## config.mk

```make
export PLATFORM = sky130hd
export DESIGN_NAME = l2_req_arbiter
export DESIGN_NICKNAME = d
export VERILOG_FILES = /design/src/rtl/l2_req_arbiter.sv
export SDC_FILE = /design/constraint.sdc
export NUM_CORES = 1
export LEC_CHECK = 0
export CAP_MARGIN = 20
export CORE_AREA = 2 2 552 554
export DETAILED_ROUTE_END_ITERATION = 7
export DIE_AREA = 0 0 554 556
export GPL_TIMING_DRIVEN = 0
export SLEW_MARGIN = 0
export SYNTH_ARGS = -nofsm -noshare
export SYNTH_HDL_FRONTEND = slang
export SYNTH_SLANG_ARGS = --single-unit
```

## constraint.sdc

```tcl
create_clock -name clk -period 3.2 [get_ports clk]
set_input_delay 0.64 -clock clk [delete_from_list [all_inputs] [get_ports clk]]
set_output_delay 0.64 -clock clk [all_outputs]
set_load 0.005 [all_outputs]
```

## src/rtl/l2_req_arbiter.sv

```systemverilog
// l2_req_arbiter: shares one L2 port between the L1 I-side and D-side miss paths,
// round-robin on ties, latching the winner's operands until l2_resp.
module l2_req_arbiter #(
  parameter int ADDR_W = 32,
  parameter int LINE_W = 256,
  parameter int CNT_W  = 16
) (
  input  logic              clk,
  input  logic              rst,
  input  logic              i_read,
  input  logic [ADDR_W-1:0] i_addr,
  output logic [LINE_W-1:0] i_rdata,
  output logic              i_resp,
  input  logic              d_read,
  input  logic              d_write,
  input  logic [ADDR_W-1:0] d_addr,
  input  logic [LINE_W-1:0] d_wdata,
  output logic [LINE_W-1:0] d_rdata,
  output logic              d_resp,
  output logic              l2_read,
  output logic              l2_write,
  output logic [ADDR_W-1:0] l2_addr,
  output logic [LINE_W-1:0] l2_wdata,
  input  logic [LINE_W-1:0] l2_rdata,
  input  logic              l2_resp,
  output logic [CNT_W-1:0]  conflict_count
);
  typedef enum logic [1:0] {IDLE, BUSY_I, BUSY_D} state_t;
  state_t              state_q, state_d;
  logic                last_d_q, last_d_d;
  logic                op_wr_q, op_wr_d;
  logic [ADDR_W-1:0]   addr_q, addr_d;
  logic [LINE_W-1:0]   wdata_q, wdata_d;
  logic [CNT_W-1:0]    cnt_q, cnt_d;
  logic                i_req, d_req, grant_i, grant_d, busy;
  always_comb begin
    i_req    = i_read;
    d_req    = d_read | d_write;
    grant_i  = i_req & (~d_req | last_d_q);
    grant_d  = d_req & (~i_req | ~last_d_q);
    state_d  = state_q;
    last_d_d = last_d_q;
    op_wr_d  = op_wr_q;
    addr_d   = addr_q;
    wdata_d  = wdata_q;
    cnt_d    = cnt_q;
    if (state_q == IDLE) begin
      if (grant_i) begin
        state_d  = BUSY_I;
        last_d_d = 1'b0;
        op_wr_d  = 1'b0;
        addr_d   = i_addr;
      end
      if (grant_d) begin
        state_d  = BUSY_D;
        last_d_d = 1'b1;
        op_wr_d  = d_write;
        addr_d   = d_addr;
        wdata_d  = d_wdata;
      end
      if (i_req && d_req && cnt_q != '1) cnt_d = cnt_q + CNT_W'(1);
    end else if (l2_resp) begin
      state_d = IDLE;
    end
  end
  always_ff @(posedge clk or negedge rst) begin
    if (!rst) begin
      state_q  <= IDLE;
      last_d_q <= 1'b1;
      op_wr_q  <= 1'b0;
      addr_q   <= '0;
      wdata_q  <= '0;
      cnt_q    <= '0;
    end else begin
      state_q  <= state_d;
      last_d_q <= last_d_d;
      op_wr_q  <= op_wr_d;
      addr_q   <= addr_d;
      wdata_q  <= wdata_d;
      cnt_q    <= cnt_d;
    end
  end
  assign busy           = state_q != IDLE;
  assign l2_read        = busy & ~op_wr_q;
  assign l2_write       = busy & op_wr_q;
  assign l2_addr        = busy ? addr_q : '0;
  assign l2_wdata       = busy ? wdata_q : '0;
  assign i_resp         = (state_q == BUSY_I) & l2_resp;
  assign d_resp         = (state_q == BUSY_D) & l2_resp;
  // read data mirrors L2 but is forced low while reset is asserted
  assign i_rdata        = rst ? l2_rdata : '0;
  assign d_rdata        = rst ? l2_rdata : '0;
  assign conflict_count = cnt_q;
endmodule

```

== Word-level counts from Yosys, hierarchy flattened ==
Index checks and enable logic that the tools add are counted.

* Bits in registers: 308
* Bits of input ports: 582
* Output and inout bits: 820

* Add/subtract/negate cells: 1
* Equal/unequal tests: 4
* Muxes and demuxes: 12
* Bitwise gates (word level): 13
* Reductions and logical operators: 10

{| class="wikitable"
|+ Operator list
! kind !! count
|-
| two-way mux 256 bit || 2
|-
| two-way mux 32 bit || 3
|-
| adder 16 x 1 -> 16 bit (second input constant) || 1
|-
| inequality test 16 bit (second input constant) || 1
|-
| two-way mux 2 bit || 4
|-
| AND reduction 2 bit || 4
|-
| AND 1 bit || 6
|-
| nonzero test 2 bit || 3
|-
| NOT 1 bit || 4
|-
| two-way mux 1 bit || 3
|-
| inequality test 3 bit (second input constant) || 1
|-
| OR 1 bit || 3
|-
| equality test 2 x 1 -> 1 bit (second input constant) || 1
|-
| equality test 2 bit (second input constant) || 1
|-
| logical AND 1 bit || 2
|-
| zero test 2 bit || 1
|}

== Longest topological paths before layout ==
* Depth in word-level cells: 7
* Mapped depth: 7
* Gate-level depth less buffers: 5

== Worst setup path before layout ==
OpenSTA, ideal clock, no wires.

* Path kind: input to register
* Start: in d_write
* End: reg wdata_q[168]
* Setup time: 0.125 ns
* Arrival: 2.029 ns
* Data required time: 3.075 ns
* Slack: 1.046 ns
* Cell stages on the path: 6
* Cells stage by stage: a2bb2oi_1 buf_2 and2_0 clkbuf_1 buf_2 mux2_2

* Longest elaborated chain between the ends: 3

{| class="wikitable"
|+ Ends and longest elaborated chain
! element !! line !! source
|-
| start, declared || 15 || <nowiki>input logic d_write,</nowiki>
|-
| OR 1 bit || 38 || <nowiki>d_req = d_read | d_write;</nowiki>
|-
| AND 1 bit || 40 || <nowiki>grant_d = d_req & (~i_req | ~last_d_q);</nowiki>
|-
| AND reduction 2 bit (no line) || n/a ||
|-
| end signal, assigned || 79 || <nowiki>wdata_q <= wdata_d;</nowiki>
|-
| end, declared || 33 || <nowiki>logic [LINE_W-1:0] wdata_q, wdata_d;</nowiki>
|}

Every way passes these cells.
A chain may end at the register's enable or synchronous reset.

== Final worst setup path ==
* Start: in rst
* End: out i_rdata[238]

* Longest elaborated chain between the ends: 1

{| class="wikitable"
|+ Ends and longest elaborated chain
! element !! line !! source
|-
| start, declared || 9 || <nowiki>input logic rst,</nowiki>
|-
| two-way mux 256 bit || 91 || <nowiki>assign i_rdata = rst ? l2_rdata : '0;</nowiki>
|-
| end, declared || 12 || <nowiki>output logic [LINE_W-1:0] i_rdata,</nowiki>
|}

Every way passes these cells.

==> metrics.txt <==
Yosys warnings 0; number of synthesized flops with an enable pin 0; Avg WL per Cell about 29 microns; Initial Util 5.74%; maximum fanout along the worst path 13; Seq cells post-synth 308; Die H around 560 microns; required time worst endpoint 2.56 ns; Layout Utilization 12.8%; latest clock arrival within the worst-skew pair 0.62 ns; total chip power approximately 30,000 uW; DRT antenna net count 0; layout net count ~3,700; first-pass GRT wire length about 250,000 microns; Mapped Cells approximately 1,600; routability cong. 1.17; vias in the first global route 19,400; area share of fa/ha/maj cells after synthesis less than 1%; top cell type's share of synthesized area between 40% and 50%; syn_nets roughly 2,200; outcome completed; WS Path Type in -> out; final worst setup slack 0.0178 ns; CP Launch Type input port; crit path to i_rdata[238]; ratio of cells with drive above 1 in the final layout 28.4%; DPL Wire Length between 150,000 and 200,000 microns; Final Hold Vio Count 0; Area contributors post-synth dfrtp_1 (44%), mux2_2 (17%), buf_4 (11%); Avg Synthesized Cell Area 10.8 sq um; Clock Pin Slew Worst Setup and Hold Paths approximately 0.06 ns; Final setup viols 0; CP most frequent cell buf_16; final slew viol count 0; mapped cell area 17,300 sq um; Routed WL approximately 200,000 microns; minimum clock period about 3.2 ns; Core Region roughly 300,000 sq um; Slowest-stage cell, CP clkdlybuf4s50_1; post-DR vias/cell 2.68; H-tree levels 2; FFs w/ async S/R, synth 100%; Final Cycle Share ~100%; Worst Setup SP rst; Worst EP arrival ~2.5 ns; Setup WS pre-CTS -1.69 ns; clock buffer depth 3; setup TNS 0 ns; Slew @ Worst Pin 0.815 ns; drt pass-1 iters 5; post-synthesis cell type count 34; worst hold slack roughly 0.083 ns; # DRC 0; gr usage total about an eighth; Main synth FF type dfrtp_1; CTS Buf Count 38; initial drt markers around 1,300; DIE WIDTH between 500 and 600 microns; Hold WC Path Type in -> async; Seq/Total Area, Yosys ~44%; num rows 202; total grt overflow 0; PwrDens approximately 770 nW/um^2; CP peak stage delay a little under 0.5 ns; compound-cell area share of the yosys netlist 2.73%; antenna violations before repair 108; synthesis-to-layout area growth 123%; Peak Freq 0.314 GHz; Bufs and invs on worst path 7; CTS sink cnt just over 300; IO buf count roughly 1,400; leading area contributor after synthesis dfrtp_1; Max VDD drop approximately 530 uV; CTS tree yes; synth cell count leaders dfrtp_1 (307), nor2b_1 (289), mux2_2 (257); io pins ~1,400; reg2reg end wdata_q[72]$_DFFE_PN0P_; top-count cell post-synth dfrtp_1; CTS Root Cell clkbuf_16; reg-to-reg startpoint last_d_q$_DFFE_PN1P_; worst-path cell chain buf_16 > buf_16 > buf_16 > clkbuf_8 > clkbuf_4 > and2_2 > buf_4 > clkdlybuf4s50_1; Leakage 0.0159 uW; CP top delay family buffers and inverters; Synth Area in Simple Gates about a fifth; Max Cap Viol 0; Vias around 19,000; crit end category output port; Reg2Reg Depth 6; mux cell area share after synthesis approximately 17%; Rel. slew slack around 45%; unrepaired setup endpoints after global routing false; flop2flop setup slack ~0.46 ns; XOR/XNOR share of the synthesized area less than 1%; largest net degree at the start of global routing 53; Levels on crit path 8; largest family of logic cells by synthesized area simple AND/OR/NAND/NOR gates; DIE AREA between 300,000 and 400,000 sq um; Final Skew 0.0178 ns
[routing by layer]
| metal | vias to the layer above | wire length, microns | track usage (%) |
|---|---|---|---|
| li1 | 7953 | - | - |
| met1 | 9360 | 72700 | 13.3 |
| met2 | 1471 | 87600 | 19.3 |
| met3 | 288 | 35700 | 9.47 |
| met4 | 36 | 8150 | 4.56 |
| met5 | - | 655 | 1.59 |
[how the worst min path moves through the flow]
stage	from	end	slack [ns]	cells past startpoint
floorplan	rst	addr_q[0]$_DFFE_PN0P_	0.34	0
global placement	addr_q[6]$_DFFE_PN0P_	addr_q[6]$_DFFE_PN0P_	0.47	2
detailed placement	addr_q[5]$_DFFE_PN0P_	addr_q[5]$_DFFE_PN0P_	0.47	2
CTS	rst	conflict_count[11]$_DFFE_PN0P_	0.03	2
global route	rst	addr_q[2]$_DFFE_PN0P_	0.06	2
finish	rst	addr_q[2]$_DFFE_PN0P_	0.08	2
[state kept, by name (all words and copies together) (netlist names)]
name            count
last_d_q            1
state_q             2
conflict_count     16
wdata_q           256
addr_q             32
op_wr_q             1
[stage by stage]
stage | instance area (sq um) | cells
floorplan | 17300 | 1608
global placement | 36300 | 6987
detailed placement | 36500 | 6993
CTS | 38600 | 7093
global route | 38600 | 7105
finish | 38600 | 7122
[cell type report]
class,count,area [sq um]
Clock inverter,11,171
Antenna cell,29,72.6
Buffer,354,2660
Sequential cell,308,7710
Fill cell,34200,263000
Clock buffer,58,1090
Inverter,3,11.3
Tap cell,3978,4980
Multi-Input combinational cell,942,7600
Timing Repair Buffer,1439,14400
[layout by cell type (no fill, tap or decap), types with 49 or more instances in the layout]
cell	Yosys	final
and2_1	256	152
and2_2	0	50
and2_4	0	54
buf_4	256	274
clkbuf_16	0	49
clkdlybuf4s50_1	0	1073
dfrtp_1	307	306
dlygate4sd2_1	0	240
mux2_2	257	257
nor2b_1	289	265
[worst register-to-register path, cell delays in order (launching register included)]
cell and delay (ns):
dfstp_2 0.37, a2bb2oi_1 0.12, buf_2 0.33, and2_0 0.47
clkbuf_4 0.51, buf_2 0.43, mux2_2 0.38
[repair_timing]
action,4_1_cts,5_1_grt
gates resized for setup,715,85
endpoints found under the setup margin,926,84
hold endpoints to repair,20,0
pin swaps,4,2
setup buffers,19,1
hold buffers,2,0
cloned,10,0
[logic make-up (layout without fill, tap and decap cells)]
kind of cell    Yosys count  in the layout
other cells               0             29
buf+inv                 358           1865
fa+ha+maj                 1              1
compound gates           62             62
mux                     265            265
simple gates            599            599
xor+xnor                 15             15
flops                   308            308
[where the power goes]
group	internal [uW]	switching, uW
Clock	2610	1980
Combinational	8190	9930
Sequential	5870	1290
Total	16700	13200
(Power assumes the default switching activity.)
